===== src/rtl/shared_delay_scheduler.sv =====
// shared_delay_scheduler
//   Round-robin owner of a single prescaled countdown timer shared by
//   NUM_REQ requesters. One requester at a time is granted the timer. Its
//   requested delay (in prescaled ticks) is counted down, and a one-cycle
//   done pulse is returned to it when the count expires. If the owner drops
//   its request before expiry, the job is abandoned and no done pulse is
//   produced.
//
// Parameters
//   NUM_REQ   number of requesters (2..8)
//   DELAY_W   width of each requested delay, in ticks
//   PRESCALE  clk cycles per tick (1..2^24-1); 1 = tick every cycle
//
// Ports
//   clk        system clock, all logic on posedge
//   rst        synchronous active-high reset
//   req        level request per requester
//   delay_in   packed delays, slice i = delay_in[i*DELAY_W +: DELAY_W]
//   grant      one-hot owner of the timer, 0 when idle
//   done       one-cycle pulse to the owner on expiry
//   busy       high while a job is loaded, counting or completing
//   tick       prescaler tick, only pulses while counting
//   remaining  current countdown value, 0 when idle
module shared_delay_scheduler #(
  parameter int NUM_REQ  = 4,
  parameter int DELAY_W  = 16,
  parameter int PRESCALE = 1
) (
  input  logic                       clk,
  input  logic                       rst,
  input  logic [NUM_REQ-1:0]         req,
  input  logic [NUM_REQ*DELAY_W-1:0] delay_in,
  output logic [NUM_REQ-1:0]         grant,
  output logic [NUM_REQ-1:0]         done,
  output logic                       busy,
  output logic                       tick,
  output logic [DELAY_W-1:0]         remaining
);

  localparam int PTR_W = (NUM_REQ > 1) ? $clog2(NUM_REQ) : 1;
  localparam logic [23:0] PRESC_MAX = 24'(PRESCALE - 1);

  localparam logic [1:0] S_IDLE  = 2'd0;
  localparam logic [1:0] S_LOAD  = 2'd1;
  localparam logic [1:0] S_COUNT = 2'd2;
  localparam logic [1:0] S_DONE  = 2'd3;

  logic [1:0]         state;
  logic [PTR_W-1:0]   ptr;
  logic [PTR_W-1:0]   owner;
  logic [PTR_W-1:0]   pick_idx;
  logic               pick_valid;
  logic [PTR_W-1:0]   ptr_next;
  logic [23:0]        presc;
  logic [DELAY_W-1:0] owner_delay;

  // Cyclic first-set search starting at the round-robin pointer, so the
  // requester just after the previous owner gets the highest priority.
  always_comb begin
    int               tmp;
    logic [PTR_W-1:0] cand;
    pick_valid = 1'b0;
    pick_idx   = '0;
    tmp        = 0;
    cand       = '0;
    for (int i = 0; i < NUM_REQ; i++) begin
      tmp = int'(ptr) + i;
      if (tmp >= NUM_REQ) tmp = tmp - NUM_REQ;
      cand = PTR_W'(tmp);
      if (!pick_valid && req[cand]) begin
        pick_valid = 1'b1;
        pick_idx   = cand;
      end
    end
  end

  assign ptr_next    = (owner == PTR_W'(NUM_REQ - 1)) ? '0 : owner + 1'b1;
  assign owner_delay = delay_in[int'(owner)*DELAY_W +: DELAY_W];

  // Main FSM. tick is registered, so it is computed from the values the
  // prescaler and countdown will hold after this edge; it is suppressed once
  // the countdown has reached zero so a D-tick job yields exactly D pulses.
  always_ff @(posedge clk) begin
    if (rst) begin
      state     <= S_IDLE;
      grant     <= '0;
      done      <= '0;
      busy      <= 1'b0;
      tick      <= 1'b0;
      remaining <= '0;
      presc     <= '0;
      ptr       <= '0;
      owner     <= '0;
    end else begin
      done <= '0;
      tick <= 1'b0;
      case (state)
        S_IDLE: begin
          if (pick_valid) begin
            owner <= pick_idx;
            grant <= {{(NUM_REQ-1){1'b0}}, 1'b1} << pick_idx;
            busy  <= 1'b1;
            state <= S_LOAD;
          end
        end
        S_LOAD: begin
          if (!req[owner]) begin
            grant     <= '0;
            busy      <= 1'b0;
            remaining <= '0;
            presc     <= '0;
            ptr       <= ptr_next;
            state     <= S_IDLE;
          end else begin
            remaining <= owner_delay;
            presc     <= '0;
            tick      <= (owner_delay != '0) && (PRESC_MAX == 24'd0);
            state     <= S_COUNT;
          end
        end
        S_COUNT: begin
          if (!req[owner]) begin
            grant     <= '0;
            busy      <= 1'b0;
            remaining <= '0;
            presc     <= '0;
            ptr       <= ptr_next;
            state     <= S_IDLE;
          end else if (remaining == '0) begin
            done  <= grant;
            state <= S_DONE;
          end else if (presc == PRESC_MAX) begin
            presc     <= '0;
            remaining <= remaining - 1'b1;
            tick      <= (remaining != DELAY_W'(1)) && (PRESC_MAX == 24'd0);
          end else begin
            presc <= presc + 24'd1;
            tick  <= ((presc + 24'd1) == PRESC_MAX);
          end
        end
        S_DONE: begin
          grant <= '0;
          busy  <= 1'b0;
          ptr   <= ptr_next;
          state <= S_IDLE;
        end
        default: begin
          state <= S_IDLE;
        end
      endcase
    end
  end

endmodule


===== config.mk =====
export PLATFORM = sky130hd
export DESIGN_NAME = shared_delay_scheduler
export DESIGN_NICKNAME = d
export VERILOG_FILES = /design/src/rtl/shared_delay_scheduler.sv
export SDC_FILE = /design/constraint.sdc
export NUM_CORES = 1
export LEC_CHECK = 0
export CAP_MARGIN = 20
export CORE_MARGIN = 5
export CORE_UTILIZATION = 55
export DETAILED_ROUTE_END_ITERATION = 7
export HOLD_SLACK_MARGIN = 0.05
export PLACE_DENSITY = 0.89
export SKIP_LAST_GASP = 1
export SLEW_MARGIN = 10
export SYNTH_ARGS = -nofsm -noshare
export SYNTH_HDL_FRONTEND = slang
export SYNTH_SLANG_ARGS = --single-unit

===== constraint.sdc =====
create_clock -name clk -period 4.22 [get_ports clk]
set_input_delay 0.844 -clock clk [delete_from_list [all_inputs] [get_ports clk]]
set_output_delay 0.844 -clock clk [all_outputs]
set_load 0.1 [all_outputs]

==> summary.log, run 1 <==
INFO  yosys          synthDistinctLibCells=63
INFO  grt            grt_overflow=0
INFO  sta            report.final.slew_viol_count=0
INFO  yosys          ys_seq_elements=56
INFO  yosys          post_synth.cell_area_avg=7.938squm
INFO  final_layout   leading_cell_type_in_the_layout_fill_and_taps_excluded=sky130_fd_sc_hd__clkdlybuf4s50_1
INFO  sta            max_freq=0.3042GHz
INFO  clocking       cts_made_buffers=5
INFO  run            drv_cap=0
INFO  final_layout   insertedDiodeCount=0
INFO  sta            rsz0062_at_grt=no
INFO  placement      numPortBuffers=95
INFO  routing        post_detailed_route_via_to_cell_ratio=6.547
INFO  yosys          netlist_instances=508
INFO  yosys          synth_warn=0
INFO  clocking       cts_tree=yes
INFO  yosys          synth_largest_type_area_fraction=27.80%
INFO  grt            grt_start_max_net_pins=36
INFO  setup_path     crit_slowest_cell=sky130_fd_sc_hd__mux4_2
INFO  setup_path     cp_num_buf_inv=1
INFO  routing        wl_per_cell=18.56microns
INFO  status         run_status=finished clean
INFO  yosys          count_of_flip_flops_with_a_built_in_enable_after_synthesis=0
INFO  final_layout   commonest_cells_after_routing_fill_and_taps_aside=sky130_fd_sc_hd__clkdlybuf4s50_1, sky130_fd_sc_hd__a21oi_1, sky130_fd_sc_hd__dfxtp_1
INFO  yosys          synth_largest_area_cell=sky130_fd_sc_hd__dfxtp_1
INFO  floorplan      die-width=95.63microns
INFO  placement      dp_slack=0.5950ns
INFO  grt            global_route_usage_over_all_layers=27.92%
INFO  setup_path     setup.worst_path.start_class=input port
INFO  yosys          synth_async_sr_flop_share=0%
INFO  clocking       cts.root.buffer_cell=sky130_fd_sc_hd__clkbuf_8
INFO  sta            final_setup_skew=0.009689ns
INFO  min_path       hold_path_class=flop to flop
INFO  routing        route.antenna.remaining_nets=0
INFO  placement      finalWeightedCongestion=0.9229
INFO  floorplan      rows=31
INFO  routing        initialDrtViolationCount=289
INFO  sta            fin_crit_sh=77.90%
INFO  floorplan      fp.dieArea=9144squm
INFO  setup_path     critPathMaxFanout=14
INFO  routing        drt_drc_violations_left=0
INFO  final_layout   nFillCells=587
INFO  setup_path     path_class=input port to flop
INFO  power_and_ir_drop max-vdd-ir-drop=0.0002250V
INFO  floorplan      core_region_area=7214squm
INFO  sta            setup_violations=0
INFO  grt            first_pass_grt_wire_length=20,380microns
INFO  sta            tns=0ns
INFO  setup_path     cp_top_family=simple AND/OR/NAND/NOR gates
INFO  power_and_ir_drop powerDensity=290.4nW/um^2
INFO  grt            antenna_found_initial=0
INFO  sta            timing.final.crit_period=3.287ns
INFO  routing        vias=4,419
INFO  clocking       post_cts_sizing_count=0
INFO  yosys          ys_seq_area_share=27.80%
INFO  routing        wirelength=12,530microns
INFO  setup_path     cp_cell_sequence=clkdlybuf4s50_1 > mux4_2 > nand2_2 > o21ai_1 > or2_1 > or4_1 > a21oi_1
INFO  yosys          post_synth_main_area_contributors=sky130_fd_sc_hd__dfxtp_1, sky130_fd_sc_hd__mux4_2, sky130_fd_sc_hd__a21oi_1
INFO  floorplan      die_height=95.63microns
INFO  sta            finalHoldViolCount=0
INFO  sta            setup_slack=0.9327ns
INFO  clocking       clock-sinks=56
INFO  placement      detailedPlacementHpwl=9314microns
INFO  final_layout   drive_gt1_share=6.076%
INFO  power_and_ir_drop power.static_leakage=0.001703uW
INFO  clocking       deepest_level_of_the_cts_h_tree=2
INFO  grt            via_count_of_the_first_global_routing_pass=4,287
INFO  setup_path     end_kind=flop
INFO  floorplan      top_level_ports=96
INFO  setup_path     timing.critical_path.required=4.49ns
INFO  clocking       postCtsHoldBufs=0
INFO  final_layout   fin_nets=654
INFO  sta            max-slew-margin-rel=29.97%
INFO  setup_path     critical_path_arrival=3.56ns
INFO  clocking       max-clock-path-buffers=2
INFO  yosys          ys_dominant_reg_cell=sky130_fd_sc_hd__dfxtp_1
INFO  yosys          syn-num-nets=587
INFO  clocking       postCtsSetupRepairBufs=0
INFO  clocking       cts.clk_slew.worst_paths=0.12ns
INFO  final_layout   flow.area_growth_from_synthesis=25.41%
INFO  routing        detailedRoute.firstPassIterationCount=5
INFO  sta            worst_margin_pin_slew=1.047ns
INFO  clocking       source_to_sink_clock_delay_at_the_later_pin_of_the_worst_skew_pair=0.33ns
INFO  yosys          syn_area=4033squm
INFO  setup_path     critical-path-max-stage-delay=0.60ns
INFO  floorplan      initial_utilization=55.90%
## layer usage
layer / part of all wire, % / routed length (microns) / track usage, %
met5: 0 / 0 / 0
met1: 38 / 4765 / 33.48
met3: 8.8 / 1100 / 6.314
met4: 3.9 / 485 / 12.80
met2: 49 / 6175 / 47.31
## path summary, 6_finish.rpt
path / from / slack (ns) / cells past startpoint / to
max: req[2] / 0.93 / 7 / presc[12]
min: grant[3] / 0.48 / 2 / grant[3]
max reg2reg: owner[0] / 1.22 / 7 / presc[12]
min reg2reg: grant[3] / 0.48 / 2 / grant[3]
## flip-flops by register name, indices dropped and copies added, names as in the netlist
signal / cells
busy: 1
done: 4
grant: 4
owner: 2
presc: 24
ptr: 2
remaining: 16
state: 2
tick: 1
## cells in the mapped netlist, types with 4 or more instances
cell                       number
sky130_fd_sc_hd__a21oi_1       58
sky130_fd_sc_hd__dfxtp_1       56
sky130_fd_sc_hd__nor2_1        47
sky130_fd_sc_hd__o21ai_0       36
sky130_fd_sc_hd__clkbuf_1      31
sky130_fd_sc_hd__nand2_1       27
sky130_fd_sc_hd__nor3_1        19
sky130_fd_sc_hd__inv_1         17
sky130_fd_sc_hd__nand4_1       17
sky130_fd_sc_hd__nand3_1       16
sky130_fd_sc_hd__mux4_2        14
sky130_fd_sc_hd__or3_1         14
sky130_fd_sc_hd__nor4_1        11
sky130_fd_sc_hd__ha_1           9
sky130_fd_sc_hd__nor2b_1        8
sky130_fd_sc_hd__and2_1         7
sky130_fd_sc_hd__and4_1         7
sky130_fd_sc_hd__o31ai_1        7
sky130_fd_sc_hd__or4_1          7
sky130_fd_sc_hd__nand2b_1       6
sky130_fd_sc_hd__xnor2_1        6
sky130_fd_sc_hd__a31oi_1        5
sky130_fd_sc_hd__and3_1         5
sky130_fd_sc_hd__mux2i_1        5
sky130_fd_sc_hd__a211o_1        4
sky130_fd_sc_hd__buf_6          4
sky130_fd_sc_hd__nand3b_1       4
## kinds of logic (layout without fill, tap and decap cells)
kind of cell / after synthesis / in the layout / share of synthesized area (%)
fa+ha+maj: 9 / 9 / 2.792
mux: 23 / 23 / 11.29
buf+inv: 59 / 127 / 6.329
compound gates: 144 / 144 / 21.87
simple gates: 210 / 210 / 28.39
flops: 56 / 56 / 27.80
xor+xnor: 7 / 7 / 1.520
## worst min-delay path: stages, from the launching register on
cell and delay, ns:
sky130_fd_sc_hd__dfxtp_1 0.34, sky130_fd_sc_hd__nand2_1 0.06, sky130_fd_sc_hd__a21oi_1 0.05
## report_power, final
group,switching [uW],internal (uW)
logic,344,208
registers,27.7,551
clock network,211,126
total,583,886
## metrics by stage
stage | power (uW) | std cells | hold slack, ns | instance area [sq um] | util (%)
after global placement | 1123 | 667 | 0.4544 | 4960 | 68.75
after global routing | 1530 | 675 | 0.5215 | 5057 | 70.10
after detailed placement | 1131 | 667 | 0.4756 | 4960 | 68.75
final | 1469 | 675 | 0.4839 | 5057 | 70.10
after floorplan | 960.2 | 508 | 0.4924 | 4033 | -
after CTS | 1460 | 675 | 0.4838 | 5057 | 70.10
## layout make-up
class	instances	area, sq um	share of cell area, %
multi-input combinational	393	2656	52.52
clock inverter	3	28.78	0.5690
clock buffer	5	68.82	1.361
sequential	56	1121	22.17
inverter	18	67.56	1.336
timing repair buffer	101	991.0	19.59
tap	99	123.9	2.449
Note: power is estimated with default switching activity, not from simulation.
==> run 2: changes to the inputs <==
Settings changed: CORE_UTILIZATION 55 to 51, PLACE_DENSITY 0.89 to 0.84.
Clock period 4.22 ns to 3.1 ns, I/O delays scaled along.
==> run 2 against run 1 <==
Non-clock buffer count rose by 10. Count of clock-buffer cells in the layout did not move. Sequential share of layout area fell by 0.082 points. Die area rose by 7.0%. Combinational power rose by 38%. Largest cell class unchanged.
==> summary.log, run 2 (synthesized netlist as in run 1, its figures left out) <==
INFO  sta            tns=0ns
INFO  sta            max-slew-margin-rel=45.11%
INFO  routing        post_detailed_route_via_to_cell_ratio=6.311
INFO  run            drv_cap=0
INFO  grt            antenna_found_initial=0
INFO  setup_path     timing.critical_path.required=3.28ns
INFO  power_and_ir_drop powerDensity=388.1nW/um^2
INFO  setup_path     cp_top_family=simple AND/OR/NAND/NOR gates
INFO  setup_path     path_class=flop to flop
INFO  grt            grt_start_max_net_pins=34
INFO  floorplan      die_height=98.92microns
INFO  floorplan      rows=32
INFO  clocking       postCtsHoldBufs=0
INFO  sta            timing.final.crit_period=2.726ns
INFO  final_layout   top_register=presc
INFO  sta            max_freq=0.3668GHz
INFO  power_and_ir_drop power.static_leakage=0.001795uW
INFO  clocking       cts.root.buffer_cell=sky130_fd_sc_hd__clkbuf_8
INFO  sta            report.final.slew_viol_count=0
INFO  min_path       hold_path_class=flop to flop
INFO  floorplan      core_region_area=7727squm
INFO  floorplan      die-width=98.92microns
INFO  placement      finalWeightedCongestion=0.9771
INFO  clocking       cts.clk_slew.worst_paths=0.11ns
INFO  floorplan      fp.dieArea=9785squm
INFO  placement      numPortBuffers=95
INFO  placement      detailedPlacementHpwl=9306microns
INFO  routing        vias=4,342
INFO  routing        route.antenna.remaining_nets=0
INFO  routing        detailedRoute.firstPassIterationCount=4
INFO  setup_path     end_kind=flop
INFO  final_layout   leading_cell_type_in_the_layout_fill_and_taps_excluded=sky130_fd_sc_hd__clkdlybuf4s50_1
INFO  clocking       source_to_sink_clock_delay_at_the_later_pin_of_the_worst_skew_pair=0.31ns
INFO  grt            first_pass_grt_wire_length=19,690microns
INFO  final_layout   number_of_flip_flops_under_the_largest_register_name=24
INFO  setup_path     cp_cell_sequence=inv_1 > ha_1 > nor4b_1 > and4_1 > nor3_1 > buf_4 > o21a_1 > nand2_1 > o32ai_1
INFO  sta            rsz0062_at_grt=no
INFO  final_layout   insertedDiodeCount=0
INFO  placement      placed_area=4986squm
INFO  setup_path     critPathMaxFanout=8
INFO  setup_path     cp_num_buf_inv=2
INFO  grt            grt_overflow=0
INFO  sta            fin_crit_sh=87.94%
INFO  sta            fin_hold_ws=0.4961ns
INFO  sta            worst_margin_pin_slew=0.8204ns
INFO  final_layout   layout_top_registers=presc x24, remaining x16
INFO  floorplan      initial_utilization=52.19%
INFO  floorplan      top_level_ports=96
INFO  clocking       postCtsSetupRepairBufs=0
INFO  final_layout   fin_nets=664
INFO  setup_path     ff2ff_setup_slack=0.37ns
INFO  final_layout   flow.area_growth_from_synthesis=25.88%
INFO  clocking       post_cts_sizing_count=0
INFO  clocking       deepest_level_of_the_cts_h_tree=2
INFO  status         run_status=finished clean
INFO  final_layout   stdcell_area=5076squm
INFO  routing        drt_drc_violations_left=0
INFO  routing        wirelength=12,180microns
INFO  sta            final_setup_skew=0.01090ns
INFO  routing        wl_per_cell=17.70microns
INFO  setup_path     critical-path-max-stage-delay=0.52ns
INFO  routing        initialDrtViolationCount=352
INFO  sta            setup_violations=0
INFO  setup_path     crit_slowest_cell=sky130_fd_sc_hd__nor4b_1
INFO  power_and_ir_drop max-vdd-ir-drop=0.0002501V
INFO  grt            global_route_usage_over_all_layers=24.20%
INFO  grt            via_count_of_the_first_global_routing_pass=4,143
INFO  setup_path     setup.worst_path.start_class=flop
INFO  clocking       max-clock-path-buffers=2
INFO  sta            finalHoldViolCount=0
INFO  final_layout   commonest_cells_after_routing_fill_and_taps_aside=sky130_fd_sc_hd__clkdlybuf4s50_1, sky130_fd_sc_hd__a21oi_1, sky130_fd_sc_hd__dfxtp_1
INFO  final_layout   drive_gt1_share=12.12%
INFO  clocking       clock-sinks=56
INFO  clocking       cts_made_buffers=5
INFO  clocking       cts_tree=yes
INFO  setup_path     critical_path_arrival=2.90ns
run 2: cell count changes in the layout (fill, tap and decap cells not counted), sizes merged:
| cell | before | now |
|---|---|---|
| inv | 21 | 19 |
| buf | 7 | 43 |
| clkinvlp | 0 | 1 |
| clkdlybuf4s50 | 94 | 68 |
| clkinv | 0 | 1 |
run 2: worst register-to-register path: stages, from the launching register on:
cell                      delay [ns]
sky130_fd_sc_hd__dfxtp_1        0.42
sky130_fd_sc_hd__inv_1          0.13
sky130_fd_sc_hd__ha_1           0.25
sky130_fd_sc_hd__nor4b_1        0.52
sky130_fd_sc_hd__and4_1         0.40
sky130_fd_sc_hd__nor3_1         0.09
sky130_fd_sc_hd__buf_4          0.16
sky130_fd_sc_hd__o21a_1         0.19
sky130_fd_sc_hd__nand2_1        0.29
sky130_fd_sc_hd__o32ai_1        0.15
run 2: metal layers:
metal  part of all wire (%)  GRT usage (%)  vias up  wire length, microns
met5                      0              0        -                     0
met1                     39          29.34     2030                  4760
li1                       -              -     2060                     -
met3                    8.7          5.237       32                  1057
met2                     50          42.36      220                  6074
met4                    2.4          7.983        0                   289
run 2: cell type report:
class                           count  area [sq um]
Sequential cell                    56          1121
Timing Repair Buffer              111          1013
Clock buffer                        5         68.82
Clock inverter                      3         21.27
Inverter                           18         67.56
Fill cell                         669          2651
Multi-Input combinational cell    393          2656
Tap cell                          102         127.6
run 2: worst paths after layout:
path | startpoint | endpoint | cells past startpoint
min reg2reg | grant[3] | grant[3] | 2
max | remaining[0] | remaining[3] | 9
max reg2reg | remaining[0] | remaining[3] | 9
min | grant[3] | grant[3] | 2
run 2: through the flow:
stage / total power (uW) / utilization (%) / cells / worst slack (ns)
2_1_floorplan: 1307 / - / 508 / 0.1587
5_1_grt: 2058 / 65.69 / 688 / 0.2610
4_1_cts: 1971 / 65.69 / 688 / 0.4279
3_3_place_gp: 1549 / 64.52 / 680 / 0.2164
6_report: 1970 / 65.69 / 688 / 0.3740
3_5_place_dp: 1558 / 64.52 / 680 / 0.1353
run 2: power breakdown:
part	internal, uW	switching [uW]
combinational	293	468
clock	161	253
sequential	750	44.7
total	1200	765
